==> src/rtl/instruction_fetch.sv <==
// rtl/instruction_fetch.sv - RISC-V instruction fetch stage: PC, single-outstanding imem request, decode handshake
module instruction_fetch #(
  parameter logic [63:0] RESET_PC = 64'h0
) (
  input  logic        clk,
  input  logic        reset_n,
  output logic        imem_req_valid,
  input  logic        imem_req_ready,
  output logic [63:0] imem_addr,
  input  logic        imem_rsp_valid,
  input  logic [31:0] imem_rsp_data,
  output logic        instr_valid,
  input  logic        instr_ready,
  output logic [31:0] instruction,
  output logic [63:0] instr_pc,
  input  logic        redirect_valid,
  input  logic [63:0] redirect_base,
  input  logic [63:0] imm_data,
  output logic        misaligned
);

  typedef enum logic [2:0] {RST, REQ, WAIT, HOLD, DRAIN} state_t;

  state_t      state;
  logic [63:0] pc;
  logic [63:0] target;
  logic        take_redirect;

  assign target        = redirect_base + (imm_data << 1);
  assign take_redirect = redirect_valid && (state != RST);

  assign imem_req_valid = (state == REQ);
  assign instr_valid    = (state == HOLD);
  assign imem_addr      = pc;

  always_ff @(posedge clk or negedge reset_n) begin
    if (!reset_n) begin
      state       <= RST;
      pc          <= RESET_PC;
      instruction <= 32'h0;
      instr_pc    <= 64'h0;
      misaligned  <= 1'b0;
    end else begin
      misaligned <= take_redirect && target[1];
      // Redirect wins over pc+4; the low two bits are dropped rather than faulting.
      if (take_redirect)
        pc <= {target[63:2], 2'b00};

      case (state)
        RST: state <= REQ;
        REQ: begin
          // An accepted request under a redirect still owes us a response to swallow.
          if (imem_req_ready)
            state <= redirect_valid ? DRAIN : WAIT;
        end
        WAIT: begin
          if (redirect_valid)
            state <= imem_rsp_valid ? REQ : DRAIN;
          else if (imem_rsp_valid) begin
            instruction <= imem_rsp_data;
            instr_pc    <= pc;
            state       <= HOLD;
          end
        end
        HOLD: begin
          if (redirect_valid)
            state <= REQ;
          else if (instr_ready) begin
            pc    <= pc + 64'd4;
            state <= REQ;
          end
        end
        DRAIN: begin
          if (imem_rsp_valid)
            state <= REQ;
        end
        default: state <= RST;
      endcase
    end
  end

endmodule

==> config.mk <==
export PLATFORM = sky130hd
export DESIGN_NAME = instruction_fetch
export DESIGN_NICKNAME = d
export VERILOG_FILES = /design/src/rtl/instruction_fetch.sv
export SDC_FILE = /design/constraint.sdc
export NUM_CORES = 1
export LEC_CHECK = 0
export BUFFER_PORTS_ARGS = -buffer_cell sky130_fd_sc_hd__clkbuf_2
export CAP_MARGIN = 40
export CELL_PAD_IN_SITES_DETAIL_PLACEMENT = 1
export CELL_PAD_IN_SITES_GLOBAL_PLACEMENT = 1
export CORE_UTILIZATION = 36
export DETAILED_ROUTE_END_ITERATION = 10
export GPL_TIMING_DRIVEN = 0
export PLACE_DENSITY = 0.79
export SYNTH_ARGS = -nofsm -noshare
export SYNTH_HDL_FRONTEND = slang
export SYNTH_SLANG_ARGS = --single-unit
export TNS_END_PERCENT = 10
==> constraint.sdc <==
create_clock -name clk -period 2.5 [get_ports clk]
set_input_delay 0.25 -clock clk [delete_from_list [all_inputs] [get_ports clk]]
set_output_delay 0.25 -clock clk [all_outputs]
set_load 0.01 [all_outputs]
# After elaboration in Yosys (flattened, before gate mapping)
# Index checks and enable logic that the tools add are counted.
# totals
input_bits	166
wordCells	35
ff_bits	164
# classes
n_addsub	2
muxes	13
n_bitwise	1
reduce_logical	6
eq_ne	8
# op_table
operator	n
64-bit 2-to-1 mux	4
64-bit by 3-bit adder with 64-bit output, second input constant	1
64-bit adder	1
3-bit 2-to-1 mux	8
3-bit case mux with 5 select lines	1
3-bit by 2-bit equality test with 1-bit output, second input constant	2
4-bit AND reduction	1
3-bit by 1-bit equality test with 1-bit output, second input constant	1
3-bit equality test, second input constant	1
3-bit logical NOT	1
3-bit by 1-bit != test with 1-bit output, second input constant	1
3-bit != test, second input constant	1
3-bit AND reduction	1
3-bit nonzero test	1
1-bit logical AND	2
2-bit by 1-bit != test with 1-bit output, second input constant	1
2-bit != test, second input constant	1
1-bit NOT	1

# Depth between registers and ports, before layout
# depth
depth_word	6
ltp_mapped	13

# Worst setup path after synthesis
# No wires, ideal clock.
# synth_path
path_type	input-to-reg
startpoint	input redirect_base[12]
endpoint	register pc[63] (netlist: imem_addr[63])
setup_ns	0.069
stages	11
arrival_time_ns	2.714
n_path_buf	0
setup_slack_ns	-0.284
path_cell_list	ha_1 > a21oi_2 > o21ai_2 > a211oi_2 > a31oi_1 > a311o_2 > a211o_2 > a31oi_4 > nor4b_1 > or4_1 > nand3_1
# synth_via
elab_chain_len	5
# synth_lines
item	line	text
start: declaration	17	input logic [63:0] redirect_base,
64-bit adder *	29	assign target = redirect_base + (imm_data << 1);
64-bit 2-to-1 mux *	46	if (take_redirect)
64-bit 2-to-1 mux	68	else if (instr_ready) begin
64-bit 2-to-1 mux	66	if (redirect_valid)
64-bit 2-to-1 mux *	49	case (state)
end signal: assignment	47	pc <= {target[63:2], 2'b00};
end signal: assignment	69	pc <= pc + 64'd4;
end: declaration	25	logic [63:0] pc;
# Every way passes the cells marked *; elsewhere a longest branch is shown, timed or not.
# A chain may end at the register's enable or synchronous reset.

# Final worst setup path
# layout_path
startpoint	input redirect_base[1]
endpoint	register pc[33] (netlist: imem_addr[33])
# The elaborated chain is that of the path after synthesis.

==> results_dict.tcl <==
set metrics [dict create \
    grt_pass1_vias 12290 \
    placed_area_mm2 0.01373 \
    synth_edf_count 0 \
    initial_core_util 0.3694 \
    clock_latency_ns 0.45 \
    syn_avg_cell_area_um2 8.892 \
    async_flop_share 1.000 \
    crit_family "compound AO/OA/AOI/OAI gates" \
    place.gp.congestion 0.9356 \
    die_w_um 180.1 \
    pre_cts_ws_ns -1.120 \
    end_kind "flip-flop" \
    met1_length_mm 19.53 \
    crit_path_start_kind "input pin" \
    nets 1903 \
    p_per_area_mw_per_mm2 1006 \
    post-route-util 0.4968 \
    via_per_inst 5.874 \
    synthCells 1284 \
    crit_top_cell "nor2_1" \
    setup_viol 18 \
    h-tree-depth 4 \
    hold_path_depth 2 \
    dp.cells 2009 \
    cts-root-buf "clkbuf_16" \
    core_mm2 0.03091 \
    r2r_cells 7 \
    arrival_ns 2.97 \
    dp_hpwl_mm 33.09 \
    track_usage 0.2707 \
    vias 12230 \
    cp_slowest_cell "a311oi_1" \
    drt-total-wl_mm 45.10 \
    wl_met2_mm 21.10 \
    io_buffer_count 325 \
    yosysTopAreaCellShare 0.3595 \
    final_cell_mix "clkbuf_2, a21oi_1, dfrtp_1" \
    violations "negative setup slack" \
    period_needed_ns 2.681 \
    peakVddDrop_mv 0.5464 \
    crit_required_ns 2.79 \
    worstHoldEndpoint "instruction[24]" \
    synth-seq-cells 164 \
    rsz0062_at_grt "true" \
    fillers 3658 \
    r2r-start "state[2]" \
    final_cell_area_mm2 0.01536 \
    syn_area_mm2 0.01142 \
    finalCritPeriodShare 1.072 \
    drt-pass1-iter-count 5 \
    cts_buffer_depth 2 \
    rrSetupSlack_ns -0.07 \
    grt_first_pass_wirelength_mm 69.15 \
    p_leak_nw 6.987 \
    dieArea_mm2 0.03243 \
    tns_ns -1.642 \
    cts_buffers 17 \
    dr.max_layer_used "met4" \
    path_buf_inv 3 \
    yosysSeqAreaShare 0.3595 \
    drc_errors 0 \
    worst_slack_ns -0.1805 \
    fin_skew_ns 0.01882 \
    crit_chain "clkbuf_2 > ha_4 > inv_2 > fa_2 > nand2b_4 > a21oi_2 > o211ai_1 > a211oi_4 > buf_4 > nor2_1 > o21ai_0 > xor2_1 > nor2_1 > a311oi_1" \
    multi_input_area_mm2 0.007621 \
    mostFrequentLayoutCell "clkbuf_2" \
    synth.largest_area_cell "dfrtp_1" \
    hold_viol 0 \
    final_cells 2082 \
    yosysUniqueCellTypes 72 \
    die_h_um 180.1 \
    synth_top_cells_by_area "dfrtp_1, mux2_2, ha_1" \
    grt_max_degree 105 \
    whs_ns 0.04092 \
    dominantRegCellSynth "dfrtp_1" \
    worst-path-max-fanout 3 \
    clkSinkCount 164 \
    layout.area.seq_mm2 0.004139 \
    syn_to_final_growth_pct 34.50 \
    antenna_cells 0 \
    cts_tree "built" \
    status "finished with violations" \
    met3_wirelength_mm 2.839 \
    max-cap-violations 0 \
    yosysWarnings 0 \
    timing.final.max_slew_violations 0 \
    avgRoutedWirePerCell_um 21.66 \
    drtIter0Drc 824 \
    antenna_found_initial 0 \
    ant_nets 0 \
    crit_type "in2reg" \
    hold_start "imem_rsp_data[24]" \
    rows 64 \
    critPathMaxStageDelay_ns 0.41 \
    clkTransAtPathRegs_ns 0.07 \
    overflow 0 \
    hold_path.class "in2reg" \
    max_clock_freq_mhz 373.1 \
    finalPower_mw 15.44 \
    synth_nets 1514 \
    ios 329 \
    tightest_slew_ns 0.8759 \
    drive_gt1_frac 0.4140 \
    slew_headroom 0.4161 \
    r2r_end "imem_addr[16]" \
]
==> state kept, by name, indices dropped and copies added (netlist names) <==
signal and cells:
misaligned 1, imem_addr 64, instr_pc 64, instruction 32, state 3
==> area by class of cell <==
cell class,count,share of cell area
timing repair buffer,382,0.1360
buffer,56,0.01793
inverter,32,0.007822
clock inverter,14,0.01222
sequential,164,0.2695
clock buffer,18,0.02795
multi-input combinational,1020,0.4963
tap,396,0.03227
==> how the worst max path moves through the flow <==
stage	start	endpoint	slack [ns]	depth (start not counted)
finish	redirect_base[1]	imem_addr[33]	-0.18	14
global route	redirect_base[11]	imem_addr[44]	-0.20	15
CTS	imem_addr[19]	imem_addr[63]	-0.13	11
detailed placement	redirect_base[2]	imem_addr[62]	-1.12	12
global placement	reset_n	instr_pc[16]	-1.82	1
floorplan	redirect_base[22]	imem_addr[63]	-0.16	12
==> power by group <==
| group | leakage [nW] | internal, mW | switching, mW | total (mW) |
|---|---|---|---|---|
| Sequential | 1.96 | 3.94 | 1.33 | 5.27 |
| Clock | 0.299 | 1.61 | 1.24 | 2.85 |
| Combinational | 4.72 | 3.10 | 4.22 | 7.33 |
==> synth_stat cells (all sizes together), types with 14 or more instances <==
cell type / instances
xnor2: 33
a31oi: 14
a21oi: 155
dfrtp: 164
nor2: 97
mux2: 96
and3: 16
nand3: 50
a21o: 37
a211oi: 15
nand2: 97
clkbuf: 59
xor2: 22
nand4: 37
ha: 63
nor4: 14
inv: 32
o21bai: 16
nor3: 33
o21ai: 83
==> timing repair <==
item                                    in CTS  in global routing
endpoints found under the hold margin       60                  0
gates resized for setup                    119                 74
hold buffers                                 1                  0
pin swaps                                   16                 38
setup buffers                               28                 24
endpoints found under the setup margin     117                102
==> routing by layer <==
| layer | track usage | up-vias |
|---|---|---|
| li1 | - | 5541 |
| met1 | 0.3528 | 6033 |
| met2 | 0.4511 | 555 |
| met3 | 0.04002 | 100 |
| met4 | 0.1077 | 0 |
| met5 | 0 | - |
==> kinds of logic after synthesis <==
kind of cell / Yosys count / synth area share
compound gates: 406 / 0.2239
xor+xnor: 55 / 0.04219
fa+ha+maj: 64 / 0.07079
buf+inv: 100 / 0.03397
flops: 164 / 0.3595
mux: 100 / 0.09819
simple gates: 395 / 0.1715
No activity file was read; power rests on OpenSTA's default activity.
